--- src/rtl/gf8_inv_pipe.sv ---
// gf8_inv_pipe: 3-stage GF(2^8) multiplicative inverter using the GF(((2^2)^2)^2) tower field.
// Define SBOX_AFFINE_EN to append the AES forward affine step in S3 (full AES S-box).
module gf8_inv_pipe #(
    parameter int CNT_W = 16
) (
    input  logic             clk,
    input  logic             reset_n,
    input  logic             clear,
    input  logic             in_valid,
    output logic             in_ready,
    input  logic [7:0]       in_data,
    output logic             out_valid,
    input  logic             out_ready,
    output logic [7:0]       out_data,
    output logic [CNT_W-1:0] out_count
);
    // Tower: GF(4)=GF(2)[w]/(w^2+w+1), GF(16)=GF(4)[y]/(y^2+y+PHI), GF(256)=GF(16)[z]/(z^2+z+LAMBDA)
    localparam logic [1:0] PHI    = 2'b10;
    localparam logic [3:0] LAMBDA = 4'b1000;

    function automatic logic [1:0] gf4_mul(input logic [1:0] a, input logic [1:0] b);
        return {(a[1] & b[1]) ^ (a[1] & b[0]) ^ (a[0] & b[1]),
                (a[1] & b[1]) ^ (a[0] & b[0])};
    endfunction

    function automatic logic [1:0] gf4_sq(input logic [1:0] a);
        return {a[1], a[1] ^ a[0]};
    endfunction

    function automatic logic [3:0] gf16_mul(input logic [3:0] a, input logic [3:0] b);
        logic [1:0] hh, hl, lh, ll;
        hh = gf4_mul(a[3:2], b[3:2]);
        hl = gf4_mul(a[3:2], b[1:0]);
        lh = gf4_mul(a[1:0], b[3:2]);
        ll = gf4_mul(a[1:0], b[1:0]);
        return {hh ^ hl ^ lh, gf4_mul(hh, PHI) ^ ll};
    endfunction

    // In GF(4) the inverse equals the square, and 0 maps to 0 for free.
    function automatic logic [3:0] gf16_inv(input logic [3:0] a);
        logic [1:0] n, ni;
        n  = gf4_mul(gf4_sq(a[3:2]), PHI) ^ gf4_mul(a[3:2], a[1:0]) ^ gf4_sq(a[1:0]);
        ni = gf4_sq(n);
        return {gf4_mul(a[3:2], ni), gf4_mul(a[3:2] ^ a[1:0], ni)};
    endfunction

    function automatic logic [7:0] gfc_mul(input logic [7:0] a, input logic [7:0] b);
        logic [3:0] hh, hl, lh, ll;
        hh = gf16_mul(a[7:4], b[7:4]);
        hl = gf16_mul(a[7:4], b[3:0]);
        lh = gf16_mul(a[3:0], b[7:4]);
        ll = gf16_mul(a[3:0], b[3:0]);
        return {hh ^ hl ^ lh, gf16_mul(hh, LAMBDA) ^ ll};
    endfunction

    // Column j of m is the image of basis bit j.
    function automatic logic [7:0] map_mat(input logic [63:0] m, input logic [7:0] v);
        logic [7:0] acc;
        acc = 8'h00;
        for (int j = 0; j < 8; j++)
            if (v[j]) acc = acc ^ m[8*j +: 8];
        return acc;
    endfunction

    // Elaboration-time search for a root of x^8+x^4+x^3+x+1 in the tower field.
    function automatic logic [7:0] find_root();
        logic [7:0] b, b2, b4, b8, root;
        root = 8'h00;
        for (int i = 255; i >= 2; i--) begin
            b  = 8'(i);
            b2 = gfc_mul(b, b);
            b4 = gfc_mul(b2, b2);
            b8 = gfc_mul(b4, b4);
            if ((b8 ^ b4 ^ gfc_mul(b2, b) ^ b ^ 8'h01) == 8'h00)
                root = b;
        end
        return root;
    endfunction

    function automatic logic [63:0] build_fwd(input logic [7:0] root);
        logic [63:0] m;
        logic [7:0]  p;
        p = 8'h01;
        m = '0;
        m[7:0] = p;
        for (int j = 1; j < 8; j++) begin
            p = gfc_mul(p, root);
            m[8*j +: 8] = p;
        end
        return m;
    endfunction

    function automatic logic [63:0] build_inv(input logic [63:0] fwd);
        logic [63:0] m;
        logic [7:0]  c;
        m = '0;
        for (int p = 1; p < 256; p++) begin
            c = map_mat(fwd, 8'(p));
            for (int k = 0; k < 8; k++)
                if (c == (8'h01 << k)) m[8*k +: 8] = 8'(p);
        end
        return m;
    endfunction

    localparam logic [7:0]  ROOT  = find_root();
    localparam logic [63:0] FWD_M = build_fwd(ROOT);
    localparam logic [63:0] INV_M = build_inv(FWD_M);

    logic             v1_q, v1_d, v2_q, v2_d, v3_q, v3_d;
    logic             adv1, adv2, adv3;
    logic [3:0]       ah1_q, ah1_d, al1_q, al1_d, dn1_q, dn1_d;
    logic [3:0]       e2_q, e2_d, ah2_q, ah2_d, al2_q, al2_d;
    logic [7:0]       out_data_q, out_data_d;
    logic [CNT_W-1:0] cnt_q, cnt_d;
    logic [7:0]       comp_byte, inv_byte, s3_byte;
    logic [3:0]       hi3, lo3;

    // A stage loads when it is empty or its contents move on this cycle.
    assign adv3     = ~v3_q | out_ready;
    assign adv2     = ~v2_q | adv3;
    assign adv1     = ~v1_q | adv2;
    assign in_ready = adv1;

    assign comp_byte = map_mat(FWD_M, in_data);
    assign hi3       = gf16_mul(e2_q, ah2_q);
    assign lo3       = hi3 ^ gf16_mul(e2_q, al2_q);
    assign inv_byte  = map_mat(INV_M, {hi3, lo3});

`ifdef SBOX_AFFINE_EN
    localparam logic [7:0] AFFINE_C = 8'h63;
    for (genvar gi = 0; gi < 8; gi++) begin : g_affine
        assign s3_byte[gi] = inv_byte[gi] ^ inv_byte[(gi + 4) % 8] ^ inv_byte[(gi + 5) % 8]
                           ^ inv_byte[(gi + 6) % 8] ^ inv_byte[(gi + 7) % 8] ^ AFFINE_C[gi];
    end
`else
    assign s3_byte = inv_byte;
`endif

    always_comb begin
        v1_d       = v1_q;
        v2_d       = v2_q;
        v3_d       = v3_q;
        ah1_d      = ah1_q;
        al1_d      = al1_q;
        dn1_d      = dn1_q;
        e2_d       = e2_q;
        ah2_d      = ah2_q;
        al2_d      = al2_q;
        out_data_d = out_data_q;
        cnt_d      = cnt_q;
        if (adv1) begin
            v1_d = in_valid;
            if (in_valid) begin
                ah1_d = comp_byte[7:4];
                al1_d = comp_byte[3:0];
                dn1_d = gf16_mul(gf16_mul(comp_byte[7:4], comp_byte[7:4]), LAMBDA)
                      ^ gf16_mul(comp_byte[7:4], comp_byte[3:0])
                      ^ gf16_mul(comp_byte[3:0], comp_byte[3:0]);
            end
        end
        if (adv2) begin
            v2_d = v1_q;
            if (v1_q) begin
                e2_d  = gf16_inv(dn1_q);
                ah2_d = ah1_q;
                al2_d = al1_q;
            end
        end
        if (adv3) begin
            v3_d = v2_q;
            if (v2_q) out_data_d = s3_byte;
        end
        if (v3_q && out_ready) cnt_d = cnt_q + 1'b1;
        if (clear) begin
            v1_d  = 1'b0;
            v2_d  = 1'b0;
            v3_d  = 1'b0;
            cnt_d = '0;
        end
    end

    always_ff @(posedge clk or negedge reset_n) begin
        if (!reset_n) begin
            v1_q       <= 1'b0;
            v2_q       <= 1'b0;
            v3_q       <= 1'b0;
            out_data_q <= 8'h00;
            cnt_q      <= '0;
        end else begin
            v1_q       <= v1_d;
            v2_q       <= v2_d;
            v3_q       <= v3_d;
            out_data_q <= out_data_d;
            cnt_q      <= cnt_d;
        end
    end

    always_ff @(posedge clk) begin
        ah1_q <= ah1_d;
        al1_q <= al1_d;
        dn1_q <= dn1_d;
        e2_q  <= e2_d;
        ah2_q <= ah2_d;
        al2_q <= al2_d;
    end

    assign out_valid = v3_q;
    assign out_data  = out_data_q;
    assign out_count = cnt_q;

endmodule

--- config.mk ---
export PLATFORM = sky130hd
export DESIGN_NAME = gf8_inv_pipe
export DESIGN_NICKNAME = d
export VERILOG_FILES = /design/src/rtl/gf8_inv_pipe.sv
export SDC_FILE = /design/constraint.sdc
export NUM_CORES = 1
export LEC_CHECK = 0
export BUFFER_PORTS_ARGS = -buffer_cell sky130_fd_sc_hd__buf_2
export CORE_ASPECT_RATIO = 1.75
export CORE_MARGIN = 2
export CORE_UTILIZATION = 30
export CTS_BUF_LIST = sky130_fd_sc_hd__clkbuf_16
export DETAILED_ROUTE_END_ITERATION = 6
export PLACE_DENSITY = 0.45
export SLEW_MARGIN = 10
export SYNTH_ARGS = -nofsm -noshare
export SYNTH_HDL_FRONTEND = slang
export SYNTH_SLANG_ARGS = --single-unit
--- constraint.sdc ---
create_clock -name clk -period 4.5 [get_ports clk]
set_clock_uncertainty 0.15 [all_clocks]
set_input_delay 0.9 -clock clk [delete_from_list [all_inputs] [get_ports clk]]
set_output_delay 0.9 -clock clk [all_outputs]
set_load 0.01 [all_outputs]
==> impl_summary.txt <==
----------------------------------------------------
[Timing]
  Actual slew at the worst max-slew pin ... between 0.6 and 0.7 ns
  Highest achievable clock rate ... roughly 370 MHz
  Setup repair after global routing missed its margin ... no
  Final Slew Violations ... 0
  Clock period minus final worst setup slack ... between 2 and 3 ns
  Final setup vio count ... 0
  Final hold violation count ... 0
  Part of the cycle the worst path needs ... around 60%
  Worst-case setup margin in the final layout ... about 1.8 ns
  Tightest slew margin relative to the limit ... approximately 58%
  Total Neg Setup Slack ... 0 ns

[Clocking]
  Max clock buf depth ... 2
  CTS tree ... built
  Number of buffers added for setup after CTS ... 0
  Hold-fix buffers, CTS ... 0
  Worst-path clk slew ... roughly 0.060 ns
  Clk Latency, worst-skew pair ... approximately 0.3 ns
  Number of clock buffers inserted by TritonCTS ... 5
  Root buffer cell ... sky130_fd_sc_hd__clkbuf_16
  Resized Gates After CTS ... 0
  Sinks on the clock net ... 51
  Number of H-tree levels ... 2

[Global route]
  Global-route wire length before repair ... ~12000 um
  Largest net degree at the start of global routing ... 28
  Global-route usage over all layers ... a little under an eighth
  Number of global-route vias before repair ... approximately 2400
  Number of antenna violations at the first check in global routing ... 0
  Final global-route overflow total ... 0

[Critical path]
  Largest fanout on the critical path ... 6
  Endpoint type of the worst setup path ... primary output
  Critical path data arrival time ... approximately 1.7 ns
  Path type of the worst setup path ... input pin to primary output
  Endpoint required time on the critical path ... around 3.5 ns
  Crit start category ... input pin

[Yosys]
  Biggest area contributors in the synthesized netlist ... sky130_fd_sc_hd__edfxtp_1 21%, sky130_fd_sc_hd__dfrtp_1 20%, sky130_fd_sc_hd__xnor2_1 12%
  Number of synthesized flops with an enable pin ... 24
  Sequential element share of the synthesized area ... between 40 and 50%
  Post-Syn Nets ... ~370
  Area share of the largest cell type after synthesis ... between 20% and 30%
  Cell area after technology mapping ... approximately 3500 um^2
  Synthesized area per cell ... between 9 and 10 um^2
  Post-synthesis async set-or-reset flop share ... 52.9%
  Number of warnings printed during yosys synthesis ... 0
  Post-Synthesis Cells ... ~360
  Synthesis-stage register bit count ... 51
  Largest area contributor in the synthesized netlist ... sky130_fd_sc_hd__edfxtp_1
  Most frequently used flop master after synthesis ... sky130_fd_sc_hd__dfrtp_1
  Yosys cell types ... 55

[Layout]
  Final cell utilization of the core ... 34.6%
  Layout overhead on the synthesized area ... 11.8%
  Number of antenna repair diodes ... 0
  Count of nets after finishing ... 400
  Number of filler cells placed in the layout ... 1140
  Share of layout cells above drive strength 1 ... between 10% and 20%

[Drt]
  Final wirelength ... 6840 um
  First DRT Iteration DRCs ... 79
  First drt pass iteration count ... 4
  Post-detailed-route DRC marker count ... 0
  Routed vias ... roughly 2500
  Antenna-violating nets left ... 0
  Vias per cell ... ~4.8
  Routed wire per std cell ... around 13 um

[Floorplanning]
  Die Y ... 146 um
  Effective utilization at floorplan ... between 30% and 40%
  Die W ... approximately 85 um
  # rows ... roughly 50
  # IOs ... 39
  Die area ... 12400 um^2
  Placeable core region ... about 11000 um^2

[Pwr]
  Areal power density over the cells ... 620 nW/um^2
  Largest vdd supply drop ... between 0.5 and 0.6 mV
  Static Leak ... around 0.0016 uW

[Worst hold path]
  Classification of the worst-slack hold path ... flop to flop

[Placement]
  Buffers on Ports ... 38
  Half-perimeter wire length after placement ... around 5400 um
  Global placer's final weighted congestion ... ~0.74
  Worst setup timing slack at the placement stage ... approximately 1.5 ns

[Run status]
  Run status ... completed

[Flow run]
  Max-cap violation count ... 0

----------------------------------------------------
## placed cells by master, fill, tap and decap left out, types with 2 or more instances in the layout
cell / netlist / final
sky130_fd_sc_hd__nor2_1: 30 / 30
sky130_fd_sc_hd__dfrtp_1: 27 / 27
sky130_fd_sc_hd__a31oi_1: 2 / 2
sky130_fd_sc_hd__or3_1: 3 / 3
sky130_fd_sc_hd__xor2_1: 22 / 22
sky130_fd_sc_hd__nor3b_1: 4 / 4
sky130_fd_sc_hd__inv_1: 10 / 10
sky130_fd_sc_hd__nor3_1: 3 / 3
sky130_fd_sc_hd__o21ai_1: 2 / 2
sky130_fd_sc_hd__and2_1: 2 / 2
sky130_fd_sc_hd__a22o_1: 3 / 3
sky130_fd_sc_hd__o211ai_1: 5 / 5
sky130_fd_sc_hd__and3_1: 3 / 3
sky130_fd_sc_hd__ha_1: 3 / 3
sky130_fd_sc_hd__o2111ai_1: 2 / 2
sky130_fd_sc_hd__xor2_2: 2 / 2
sky130_fd_sc_hd__nand4_1: 4 / 4
sky130_fd_sc_hd__xnor3_1: 2 / 2
sky130_fd_sc_hd__a211o_1: 2 / 2
sky130_fd_sc_hd__a22oi_1: 2 / 2
sky130_fd_sc_hd__edfxtp_1: 24 / 24
sky130_fd_sc_hd__buf_4: 1 / 2
sky130_fd_sc_hd__clkbuf_16: 0 / 5
sky130_fd_sc_hd__nor2b_1: 7 / 7
sky130_fd_sc_hd__mux2_2: 7 / 7
sky130_fd_sc_hd__nand4bb_1: 2 / 2
sky130_fd_sc_hd__xnor2_2: 3 / 3
sky130_fd_sc_hd__nand2_1: 42 / 42
sky130_fd_sc_hd__nand2b_1: 5 / 5
sky130_fd_sc_hd__xnor2_1: 48 / 48
sky130_fd_sc_hd__mux2i_1: 5 / 5
sky130_fd_sc_hd__nand3_1: 8 / 8
sky130_fd_sc_hd__buf_2: 7 / 38
sky130_fd_sc_hd__o21ai_0: 24 / 24
sky130_fd_sc_hd__a21oi_1: 11 / 11
## cells in the mapped netlist (all sizes together) (6+ instances only)
| library cell | instances |
|---|---|
| xnor2 | 51 |
| nand2 | 44 |
| edfxtp | 24 |
| nor2b | 7 |
| clkbuf | 6 |
| o21ai | 26 |
| inv | 10 |
| mux2 | 7 |
| nor2 | 30 |
| nand3 | 8 |
| xor2 | 24 |
| a21oi | 11 |
| dfrtp | 27 |
| buf | 13 |
## metrics by stage
| step | total power (uW) | hold slack (ns) | instances | instance area, um^2 |
|---|---|---|---|---|
| floorplan | 1820 | 0.250 | 356 | 3450 |
| CTS | 2450 | 0.272 | 517 | 3860 |
| detailed placement | 2070 | 0.257 | 509 | 3720 |
| global placement | 2050 | 0.254 | 509 | 3720 |
| global route | 2580 | 0.283 | 517 | 3860 |
| finish | 2390 | 0.272 | 517 | 3860 |
## registers in the layout, summed over array words and instances, names as in the netlist
signal / count
ah1_q: 4
out_count: 16
out_valid: 1
dn1_q: 4
v2_q: 1
al1_q: 4
v1_q: 1
out_data: 8
al2_q: 4
ah2_q: 4
e2_q: 4
## kinds of logic after synthesis
group                    after synthesis  synth area share (%)
AND/OR/NAND/NOR                      119                  16.7
adder cells (fa/ha/maj)                4                  1.38
flip-flops                            51                  40.4
XOR/XNOR                              78                  22.1
buffers and inverters                 29                  4.17
multiplexers                          12                  3.73
AO/OA/AOI/OAI                         63                  11.5
## critical path, stage by stage
cell and delay [ns]:
sky130_fd_sc_hd__buf_2 0.11, sky130_fd_sc_hd__nor2b_1 0.31, sky130_fd_sc_hd__nand3_1 0.16, sky130_fd_sc_hd__buf_2 0.17
## where the power goes
| part | internal [uW] | total (uW) | switching [uW] |
|---|---|---|---|
| registers | 601 | 709 | 108 |
| logic | 677 | 1310 | 636 |
| clock network | 206 | 372 | 167 |
## routing by layer
metal | global-route usage, % | part of all wire [%]
met4 | 4.05 | 1.6
met3 | 1.93 | 2.5
met2 | 23.0 | 60
met5 | 0 | 0
met1 | 11.6 | 36
## layout make-up
type | count | area (um^2) | area share [%]
multi-input cells | 276 | 1910 | 49.5
flip-flops and latches | 51 | 1400 | 36.2
repair buffers | 40 | 205 | 5.31
well taps | 132 | 165 | 4.28
clock buffers | 5 | 125 | 3.24
inverters | 10 | 37.5 | 0.972
clock inverters | 3 | 18.8 | 0.486
## final timing paths
kind / from / to / slack, ns / cells past startpoint
max in group asynchronous: reset_n / out_count[13]$_DFFE_PN0P_ / 3.33 / 1
min in group asynchronous: reset_n / out_data[6]$_DFFE_PN0P_ / 0.46 / 1
hold reg to reg: ah1_q[2]$_DFFE_PP_ / ah2_q[2]$_DFFE_PP_ / 0.27 / 0
hold / removal: ah1_q[2]$_DFFE_PP_ / ah2_q[2]$_DFFE_PP_ / 0.27 / 0
setup / recovery: out_ready / in_ready / 1.80 / 4
setup reg to reg: e2_q[3]$_DFFE_PP_ / out_data[4]$_DFFE_PN0P_ / 1.83 / 7
Power figures use the tool's default switching activity.
